**src/rtl/cpu_pkg.sv**
```systemverilog
// Shared definitions for the accumulator processor controller: FSM state
// encoding, opcode values and accumulator-source selections.
package cpu_pkg;

    typedef enum logic [3:0] {
        START,
        FETCH,
        DECODE,
        LOAD,
        STORE,
        ADD,
        SUB,
        IN,
        JZ,
        JPOS,
        HALT,
        PIDLE,
        PLATCH,
        PWRITE
    } state_t;

    localparam logic [2:0] OP_LOAD  = 3'b000;
    localparam logic [2:0] OP_STORE = 3'b001;
    localparam logic [2:0] OP_ADD   = 3'b010;
    localparam logic [2:0] OP_SUB   = 3'b011;
    localparam logic [2:0] OP_IN    = 3'b100;
    localparam logic [2:0] OP_JZ    = 3'b101;
    localparam logic [2:0] OP_JPOS  = 3'b110;
    localparam logic [2:0] OP_HALT  = 3'b111;

    localparam logic [1:0] ASEL_ALU   = 2'b00;
    localparam logic [1:0] ASEL_INPUT = 2'b01;
    localparam logic [1:0] ASEL_RAM   = 2'b10;
    localparam logic [1:0] ASEL_ZERO  = 2'b11;

    // Each opcode dispatches to the execute state that carries its name.
    function automatic state_t exec_state(input logic [2:0] op);
        case (op)
            OP_LOAD:  return LOAD;
            OP_STORE: return STORE;
            OP_ADD:   return ADD;
            OP_SUB:   return SUB;
            OP_IN:    return IN;
            OP_JZ:    return JZ;
            OP_JPOS:  return JPOS;
            default:  return HALT;
        endcase
    endfunction

endpackage

```
**src/rtl/enter_pulse.sv**
```systemverilog
// Turns the Enter push-button level into a one-cycle registered pulse.
// Optional macro CU_ENTER_SYNC_EN inserts a 2-flop synchronizer in front.
module enter_pulse (
    input  logic clk,
    input  logic rst,
    input  logic enter,
    output logic pulse
);

    logic sample;
    logic prev_q, prev_d;
    logic pulse_q, pulse_d;

`ifdef CU_ENTER_SYNC_EN
    logic sync1_q, sync1_d;
    logic sync2_q, sync2_d;

    always_comb begin
        sync1_d = enter;
        sync2_d = sync1_q;
    end

    always_ff @(posedge clk or posedge rst) begin
        if (rst) begin
            sync1_q <= 1'b0;
            sync2_q <= 1'b0;
        end else begin
            sync1_q <= sync1_d;
            sync2_q <= sync2_d;
        end
    end

    assign sample = sync2_q;
`else
    assign sample = enter;
`endif

    // Registering the edge keeps the pulse exactly one cycle wide even when
    // the button is held.
    always_comb begin
        prev_d  = sample;
        pulse_d = sample & ~prev_q;
    end

    always_ff @(posedge clk or posedge rst) begin
        if (rst) begin
            prev_q  <= 1'b0;
            pulse_q <= 1'b0;
        end else begin
            prev_q  <= prev_d;
            pulse_q <= pulse_d;
        end
    end

    assign pulse = pulse_q;

endmodule

```
**src/rtl/control_unit.sv**
```systemverilog
// Fetch/decode/execute and program-load controller for the 8-bit accumulator
// datapath. Enter synchronization is selected by CU_ENTER_SYNC_EN in enter_pulse.
module control_unit
    import cpu_pkg::*;
(
    input  logic       Clock,
    input  logic       Reset,
    input  logic       Enter,
    input  logic       ProgMode,
    input  logic [2:0] IR,
    input  logic       Aeq0,
    input  logic       Apos,
    output logic       IRload,
    output logic       PCload,
    output logic       JMPmux,
    output logic       Meminst,
    output logic       MemWr,
    output logic       Aload,
    output logic       Sub,
    output logic       Halt,
    output logic [1:0] Asel,
    output logic       programEn,
    output logic       Addrload,
    output logic       PRload,
    output logic [4:0] AddrSel
);

    state_t     state_q, state_d;
    logic [4:0] addr_q, addr_d;
    logic       enter_hit;

    enter_pulse u_enter_pulse (
        .clk   (Clock),
        .rst   (Reset),
        .enter (Enter),
        .pulse (enter_hit)
    );

    always_ff @(posedge Clock or posedge Reset) begin
        if (Reset) begin
            state_q <= START;
            addr_q  <= 5'd0;
        end else begin
            state_q <= state_d;
            addr_q  <= addr_d;
        end
    end

    // ProgMode is only consulted in START and PIDLE, so a mid-flow change waits
    // for the next visit to one of those states.
    always_comb begin
        state_d = state_q;
        addr_d  = addr_q;
        case (state_q)
            START:  state_d = ProgMode ? PIDLE : FETCH;
            FETCH:  state_d = DECODE;
            DECODE: state_d = exec_state(IR);
            LOAD, STORE, ADD, SUB, JZ, JPOS: state_d = START;
            IN: begin
                if (enter_hit) begin
                    state_d = START;
                end
            end
            HALT:   state_d = HALT;
            PIDLE: begin
                if (!ProgMode) begin
                    state_d = START;
                end else if (enter_hit) begin
                    state_d = PLATCH;
                end
            end
            PLATCH: state_d = PWRITE;
            PWRITE: begin
                state_d = PIDLE;
                addr_d  = addr_q + 5'd1;
            end
            default: state_d = START;
        endcase
    end

    always_comb begin
        IRload    = 1'b0;
        PCload    = 1'b0;
        JMPmux    = 1'b0;
        Meminst   = 1'b0;
        MemWr     = 1'b0;
        Aload     = 1'b0;
        Sub       = 1'b0;
        Halt      = 1'b0;
        Asel      = ASEL_ALU;
        programEn = 1'b0;
        Addrload  = 1'b0;
        PRload    = 1'b0;
        case (state_q)
            FETCH: begin
                IRload = 1'b1;
                PCload = 1'b1;
            end
            LOAD: begin
                Meminst = 1'b1;
                Asel    = ASEL_RAM;
                Aload   = 1'b1;
            end
            STORE: begin
                Meminst = 1'b1;
                MemWr   = 1'b1;
            end
            ADD: begin
                Meminst = 1'b1;
                Aload   = 1'b1;
            end
            SUB: begin
                Meminst = 1'b1;
                Sub     = 1'b1;
                Aload   = 1'b1;
            end
            IN: begin
                Asel  = ASEL_INPUT;
                Aload = enter_hit;
            end
            JZ: begin
                JMPmux = 1'b1;
                PCload = Aeq0;
            end
            JPOS: begin
                JMPmux = 1'b1;
                PCload = Apos;
            end
            HALT:   Halt = 1'b1;
            PLATCH: begin
                Addrload = 1'b1;
                PRload   = 1'b1;
            end
            PWRITE: programEn = 1'b1;
            default: ;
        endcase
    end

    assign AddrSel = addr_q;

endmodule

```
**config.mk**
```make
export PLATFORM = sky130hd
export DESIGN_NAME = control_unit
export DESIGN_NICKNAME = d
export VERILOG_FILES = /design/src/rtl/cpu_pkg.sv /design/src/rtl/enter_pulse.sv /design/src/rtl/control_unit.sv
export SDC_FILE = /design/constraint.sdc
export NUM_CORES = 1
export LEC_CHECK = 0
export BUFFER_PORTS_ARGS = -buffer_cell sky130_fd_sc_hd__buf_4
export CORE_MARGIN = 1
export CORE_UTILIZATION = 51
export CTS_CLUSTER_DIAMETER = 50
export DETAILED_ROUTE_END_ITERATION = 10
export GPL_ROUTABILITY_DRIVEN = 0
export PLACE_DENSITY = 0.94
export SLEW_MARGIN = 0
export SYNTH_ARGS = -nofsm -noshare
export SYNTH_HDL_FRONTEND = slang
export SYNTH_SLANG_ARGS = --single-unit
```
**constraint.sdc**
```tcl
create_clock -name Clock -period 3.73 [get_ports Clock]
set_clock_uncertainty 0.15 [all_clocks]
set_input_delay 0.1865 -clock Clock [delete_from_list [all_inputs] [get_ports Clock]]
set_output_delay 0.1865 -clock Clock [all_outputs]
set_load 0.01 [all_outputs]
```
; After elaboration in Yosys (flattened, before gate mapping)
; Index checks and enable logic that the tools add are counted.
[word_totals]
regBits = 11
inputBits = 9
out_inout_bits = 18
elab_cells = 51
[op_classes]
add_sub_neg = 1
eq_ne = 21
n_mux = 17
bitwise = 2
n_reduce_logical = 6
[op_table]
columns = operator, count
row1 = 4-bit case mux with 8 select lines, 1
row2 = 4-bit case mux with 7 select lines, 1
row3 = "4-bit equality test, second input constant", 6
row4 = "4-bit by 3-bit equality test with 1-bit output, second input constant", 4
row5 = 4-bit two-way mux, 4
row6 = "3-bit equality test, second input constant", 3
row7 = "4-bit by 2-bit equality test with 1-bit output, second input constant", 2
row8 = 1-bit two-way mux, 8
row9 = "3-bit by 2-bit equality test with 1-bit output, second input constant", 2
row10 = "5-bit by 1-bit adder with 5-bit output, second input constant", 1
row11 = "4-bit by 1-bit equality test with 1-bit output, second input constant", 1
row12 = 4-bit logical NOT, 1
row13 = 2-bit case mux with 2 select lines, 1
row14 = 4-bit OR reduction, 1
row15 = "3-bit by 1-bit equality test with 1-bit output, second input constant", 1
row16 = 3-bit logical NOT, 1
row17 = "3-bit by 2-bit inequality test with 1-bit output, second input constant", 1
row18 = 1-bit case mux with 3 select lines, 1
row19 = 3-bit OR reduction, 1
row20 = "2-bit by 1-bit inequality test with 1-bit output, second input constant", 1
row21 = 1-bit case mux with 2 select lines, 1
row22 = 2-bit AND reduction, 1
row23 = 2-bit OR reduction, 1
row24 = 1-bit AND, 1
row25 = 1-bit inverter, 1

; Logic depth before layout (Yosys ltp)
; Gate-level depths: netlist of run 1.
[logic_depth]
word_depth = 3
depth_mapped = 6
ltp_nobuf = 4

; By module
; A second synthesis of run 1 with hierarchy kept.
[hier_totals]
hier_cells = 82
hier_area_um2 = 737.0
[by_module_without_submodules]
columns = mod, instances, cells_per_inst, area_per_inst_um2, seq_area_each_um2
row1 = control_unit, 1, 78, 669.4, 225.2
row2 = enter_pulse, 1, 4, 67.6, 50.0

; Worst setup path before layout of run 1
; Ideal clock, no wire load.
[synth_timing]
path_kind = reg2reg
startpoint = register state_q[1]
endpoint = register addr_q[1], in the netlist AddrSel[1]
setup_ns = 0.125
arrival_time_ns = 1.199
t_required_ns = 3.455
path_slack_ns = 2.257
path_stages_with_launch = 4
path_buffers = 0
synth_period_minus_slack_ns = 1.473
cell_sequence = dfrtp_1 > nand2b_1 > nor2_2 > mux2_2
[synth_via]
elab_chain_cells = 1
[synth_lines]
columns = element, line
row1 = start: declaration, control_unit.sv:28  ; state_t state_q, state_d;
row2 = start signal: assignment, control_unit.sv:44  ; state_q <= state_d;
row3 = 4-bit equality test, control_unit.sv:54  ; case (state_q)
row4 = end signal: assignment, control_unit.sv:45  ; addr_q <= addr_d;
row5 = end: declaration, control_unit.sv:29  ; logic [4:0] addr_q, addr_d;
; No other way between the ends.
; A chain may end at the register's enable or synchronous reset.

; Worst setup path after layout of run 1
[layout_timing]
startpoint = register state_q[1]
endpoint = output Aload
[layout_via]
elab_chain_cells = 3
[layout_lines]
columns = element, line
row1 = 4-bit by 2-bit equality test with 1-bit output or 4-bit by 3-bit equality test with 1-bit output (tied branches), control_unit.sv:94  ; case (state_q)
row2 = 3-bit OR reduction (no source line), n/a
row3 = 1-bit case mux with 2 select lines (*), control_unit.sv:94
row4 = end: declaration, control_unit.sv:18  ; output logic Aload,
; Every way passes the cells marked *; elsewhere a longest branch is shown, timed or not.

==> out/results.txt, run 1 <==
DRT iter0 DRCs - 26
post-synthesis average cell area - 8.83 µm²
post-CTS setup buffer count - 0
Synth Area in Compound Gates - 14.3%
Synth-to-Final Area Change - 29.4%
outcome - finished, final reports clean
Max-Cap Viols - 0
library cells used by synthesis - 33
Finished Core Util - 72.0%
post-synthesis mux area share - 2.90%
clk root buf - clkbuf_4
Leakage Power - 0.000458 µW
Finished Layout Cells - 123
asr flop ratio synth - 100%
CP Max Fanout - 15
number of synthesized flops with an enable pin - 0
Row Count - 13
relative slew slack - 61.1%
Final Power - 619 µW
post-synth net total - 93
CP Launch Type - flop
initial antenna violation count - 0
Die Span Y - 39.9 µm
final wirelength - 1770 µm
# nets final - 119
clk slew on worst S/H paths - 0.07 ns
first-pass GRT wire length - 2500 µm
Clock Latency Late Sink - 0.27 ns
combinational family with the most area after synthesis - simple AND/OR/NAND/NOR gates
sequential area share after synthesis - 37.5%
DRC viols - 0
CP Class - flop to primary output
hold_buf cts - 2
largest net degree at the start of global routing - 21
Total GRT Usage - 24.7%
fin crit period - 2.15 ns
upper clock frequency limit - 466 MHz
Synth Flop Type - dfrtp_1
Final Cycle Share - 57.5%
Simple-Gate Fraction of Synth Area - 29.0%
grt total ovfl - 0
via density per instance - 5.73
vias in the first global route - 535
dpl hpwl - 1200 µm
Die W - 39.9 µm
Pre-antenna DRT Iters - 4
Clock Sinks - 11
Initial Util - 55.7%
Synth Area in XOR/XNOR - 7.17%
I/O Buffers - 26
dpl cells - 117
Mapped Cells - 83
final setup violation count - 0
# IOs - 27
HP Class - primary input to flop
Worst Slack Setup Final - 1.58 ns
adder-cell area share of the yosys netlist - 1.71%
Worst Setup End Kind - primary output
die area - 0.00159 mm²
Final Hold Viols - 0
n_diodes - 0
CTS tree - done
CTS H-tree lvls - 1
Synth Register Bits - 11
Detail Route Antenna Nets - 0
setup_tns - 0 ns
share of cells above drive strength 1 - 33.3%
total CTS buffers - 3
post-CTS resize count - 0
synth warn - 0
clk buf depth - 2
P per Cell Area - 652 mW/mm²
Slew Limit Fails - 0
Worst Path Required - 3.39 ns
Crit path arrival time - 1.81 ns
post-place setup slack - 1.91 ns
core area - 0.00132 mm²
RSZ-0062 raised after global routing - no
Mapped Area - 733 µm²
routed length per instance - 14.4 µm
via count - 705
VDD IR max - 0.412 mV
worst-margin pin slew - 0.584 ns
==> routing by layer <==
layer,wire (µm),GRT usage [%],vias up
met1,772,33.3,336
met5,0,0,-
met2,903,37.9,24
met3,67,3.41,2
met4,22,12.9,0
li1,-,-,343
==> state kept, by name (all words and copies together), names as in the netlist <==
register / cells
state_q: 4
u_enter_pulse.pulse: 1
u_enter_pulse.prev_q: 1
AddrSel: 5
==> metrics by stage <==
step	hold WS, ns	instance area (µm²)
floorplan	-0.111	733
global placement	0.0495	901
detailed placement	0.0506	901
CTS	0.108	948
global route	0.150	948
finish	0.114	948
==> worst max-delay path, cell delays in order, from the launching register on <==
cell and delay [ns]:
dfrtp_1 0.59, nand2_1 0.21, or2_2 0.34, a21oi_1 0.16, nor3_1 0.06, buf_4 0.16
==> synth_stat cells (all sizes together), types with 2 or more instances <==
cell,count,area (µm²)
xor2,2,17.5
inv,2,7.51
nor2b,2,12.5
nand2,4,15.0
dfrtp,11,275
nor3,8,45.0
nand2b,6,37.5
xnor2,4,35.0
or2,2,12.5
nor2,11,43.8
a21oi,6,30.0
nand4,2,12.5
buf,7,46.3
==> worst paths after layout <==
| path | start | end | slack (ns) | cells past startpoint |
|---|---|---|---|---|
| max | state_q[1] | Aload | 1.58 | 5 |
| min | IR[1] | state_q[1] | 0.11 | 3 |
| max reg2reg | state_q[2] | AddrSel[1] | 1.94 | 3 |
| min reg2reg | u_enter_pulse.prev_q | u_enter_pulse.pulse | 0.27 | 1 |
| max in group asynchronous | Reset | state_q[0] | 2.83 | 3 |
| min in group asynchronous | Reset | state_q[1] | 0.30 | 3 |
==> layout by cell type (no fill, tap or decap), types with 2 or more instances in the layout <==
cell           instances
dfrtp_1               11
nor3_1                 7
nor2b_1                2
inv_1                  2
nand2b_1               6
nand4_1                2
or2_2                  2
nor2_1                10
dlygate4sd3_1          2
xnor2_1                4
a21oi_1                6
xor2_1                 2
nand2_1                4
clkbuf_4               3
buf_4                 26
==> kinds of logic (layout without fill, tap and decap cells) <==
group | after synthesis | in the layout
flip-flops | 11 | 11
buffers and inverters | 9 | 34
multiplexers | 2 | 2
XOR/XNOR | 6 | 6
AO/OA/AOI/OAI | 15 | 15
AND/OR/NAND/NOR | 39 | 39
adder cells (fa/ha/maj) | 1 | 1
==> final cells by class <==
type | count | area [µm²]
Clock buffer | 3 | 22.5
Clock inverter | 1 | 5.00
Fill cell | 94 | 369
Inverter | 2 | 7.51
Multi-Input combinational cell | 63 | 404
Sequential cell | 11 | 275
Tap cell | 15 | 18.8
Timing Repair Buffer | 28 | 215
==> report_power, final <==
part           switching [µW]  total, µW  leakage, µW  internal (µW)
Sequential               84.7        230     0.000145            145
Clock                    41.3       81.1    0.0000177           39.8
Combinational             146        308     0.000295            161
Total                     272        619     0.000458            346
Power figures use the tool's default switching activity.
==> inputs of run 2 (changes only) <==
--- a/config.mk
+++ b/config.mk
@@ -7,11 +7,11 @@
 export LEC_CHECK = 0
 export BUFFER_PORTS_ARGS = -buffer_cell sky130_fd_sc_hd__buf_4
 export CORE_MARGIN = 1
-export CORE_UTILIZATION = 51
+export CORE_UTILIZATION = 42
 export CTS_CLUSTER_DIAMETER = 50
 export DETAILED_ROUTE_END_ITERATION = 10
 export GPL_ROUTABILITY_DRIVEN = 0
-export PLACE_DENSITY = 0.94
+export PLACE_DENSITY = 0.84
 export SLEW_MARGIN = 0
 export SYNTH_ARGS = -nofsm -noshare
 export SYNTH_HDL_FRONTEND = slang
==> constraint.sdc (replaced) <==
create_clock -name Clock -period 1.9 [get_ports Clock]
set_clock_uncertainty 0.15 [all_clocks]
set_input_delay 0.095 -clock Clock [delete_from_list [all_inputs] [get_ports Clock]]
set_output_delay 0.095 -clock Clock [all_outputs]
set_load 0.01 [all_outputs]
==> run 2 against run 1 <==
  * The flow now finishes with violations (design-rule violations)
  * Sequential share of layout area is 1.5 points lower
  * Die area is 20% higher
  * Core utilization is 7.9 points lower
  * Power is 110% higher
  * Clock-buffer cell count is 1 higher
  * Setup slack worse by 1.4 ns
  * Routed wire length is 10% lower
==> out/results.txt, run 2 (synthesis results as in run 1) <==
Worst Hold End - state_q[1]
RSZ-0062 raised after global routing - no
Clock Latency Late Sink - 0.25 ns
clk slew on worst S/H paths - 0.07 ns
reg2reg end - AddrSel[1]
CTS H-tree lvls - 1
HP Class - primary input to flop
CTS tree - done
n_diodes - 0
via count - 703
via density per instance - 5.33
failing checks - design-rule violations
Hold Path Depth - 3
combinational share of power - 58.9%
Crit path arrival time - 1.51 ns
M3 GR Usage - 1.25%
final setup violation count - 0
first-pass GRT wire length - 2440 µm
most common cell after layout, fill and taps aside - buf_4
grt total ovfl - 0
max FFs per register - 5
DRT iter0 DRCs - 15
DRC viols - 4
routed length per instance - 12.0 µm
worst-margin pin slew - 0.361 ns
Finished Core Util - 64.1%
WP buf/inv - 2
reg2reg start - state_q[1]
Total GRT Usage - 16.5%
CP Max Fanout - 6
Final Cycle Share - 92.1%
critical path cell sequence - buf_4, nand2b_1, nor2_2, buf_4
die area - 0.00192 mm²
# nets final - 127
upper clock frequency limit - 571 MHz
busiest grt layer - met2
Die Span Y - 43.8 µm
reg2reg setup slack - 0.20 ns
VDD IR max - 0.726 mV
relative slew slack - 75.3%
clk root buf - clkbuf_4
Worst Path Required - 1.65 ns
Clock Sinks - 11
CP max stage delay - 0.44 ns
largest net degree at the start of global routing - 16
Detail Route Antenna Nets - 0
Leakage Power - 0.000493 µW
I/O Buffers - 26
GR Util met1 - 22.6%
Slew Limit Fails - 0
Clk network pwr share - 11.4%
Top Family by Delay on Critical Path - simple AND/OR/NAND/NOR gates
Reg power frac - 29.7%
vias in the first global route - 586
Crit path top cell by count - buf_4
internal power - 780 µW
Slowest-stage cell, CP - dfrtp_2
fin area - 0.00101 mm²
setup_tns - 0 ns
clk buf depth - 2
R2R depth - 4
CP Class - flop to primary output
# IOs - 27
Max-Cap Viols - 0
Hold Slack - 0.0539 ns
Row Count - 14
fin crit period - 1.75 ns
Hold Startpoint - IR[1]
initial antenna violation count - 0
Switch Pwr - 528 µW
CP Launch Type - flop
core area - 0.00158 mm²
share of cells above drive strength 1 - 38.8%
Initial Util - 46.5%
Post-DP Area - 917 µm²
met2 Usage GRT - 28.4%
total CTS buffers - 3
P per Cell Area - 1290 mW/mm²
most frequent cells in the layout - buf_4, nor2_1, dfrtp_1, nor3_1
Die W - 43.8 µm
dpl hpwl - 1120 µm
Final Hold Viols - 0
Final Power - 1310 µW
Switching Fraction - 40.4%
final wirelength - 1590 µm
Synth-to-Final Area Change - 37.9%
Worst Setup End Kind - primary output
outcome - complete, but fails checks
Pre-antenna DRT Iters - 7
[run 2: changes by cell type in the layout (fill, tap and decap cells not counted)]
cell	delta
buf_4	+8
dfrtp_1	-2
clkinv_2	-1
dfrtp_2	+2
clkbuf_1	+1
[run 2: tightest hold or removal path, stage by stage]
cell      delay [ns]
buf_4           0.09
xnor2_1         0.11
a2111o_1        0.13
[run 2: power groups by stage]
stage / registers (µW) / logic (µW) / clock network, µW
finish: 389 / 770 / 149
global route: 400 / 851 / 165
CTS: 418 / 632 / 154
detailed placement: 419 / 629 / 0
global placement: 415 / 621 / 0
floorplan: 329 / 532 / 0
[run 2: stage by stage]
step / cells / setup WS, ns
floorplan: 83 / 0.427
global placement: 120 / 0.247
detailed placement: 120 / 0.224
CTS: 126 / 0.00296
global route: 132 / 0.0231
finish: 132 / 0.150
[run 2: final cells by class]
type | count | area, µm²
Tap cell | 16 | 20.0
Fill cell | 154 | 566
Multi-Input combinational cell | 63 | 404
Inverter | 2 | 7.51
Clock buffer | 4 | 26.3
Timing Repair Buffer | 36 | 275
Sequential cell | 11 | 278
[run 2: worst max-delay path by stage]
| stage | from | end | slack (ns) | cells after the start |
|---|---|---|---|---|
| floorplan | state_q[1] | AddrSel[1] | 0.43 | 3 |
| global placement | state_q[1] | AddrSel[1] | 0.25 | 3 |
| detailed placement | state_q[1] | Aload | 0.22 | 5 |
| CTS | state_q[0] | Aload | 0.003 | 5 |
| global route | state_q[2] | MemWr | 0.02 | 4 |
| finish | state_q[1] | programEn | 0.15 | 4 |
[run 2: per-layer routing]
metal	wire, µm	vias to the layer above
met2	758	28
li1	-	355
met5	0	-
met1	731	320
met4	0	0
met3	98	0
[run 2: repair_timing]
item / 4_1_cts / 5_1_grt
buffers inserted: 0 / 6
resized for setup: 1 / 1
endpoints found under the hold margin: 13 / 0
cloned: 0 / 0
setup endpoints to repair: 1 / 1
hold buffers: 2 / 0
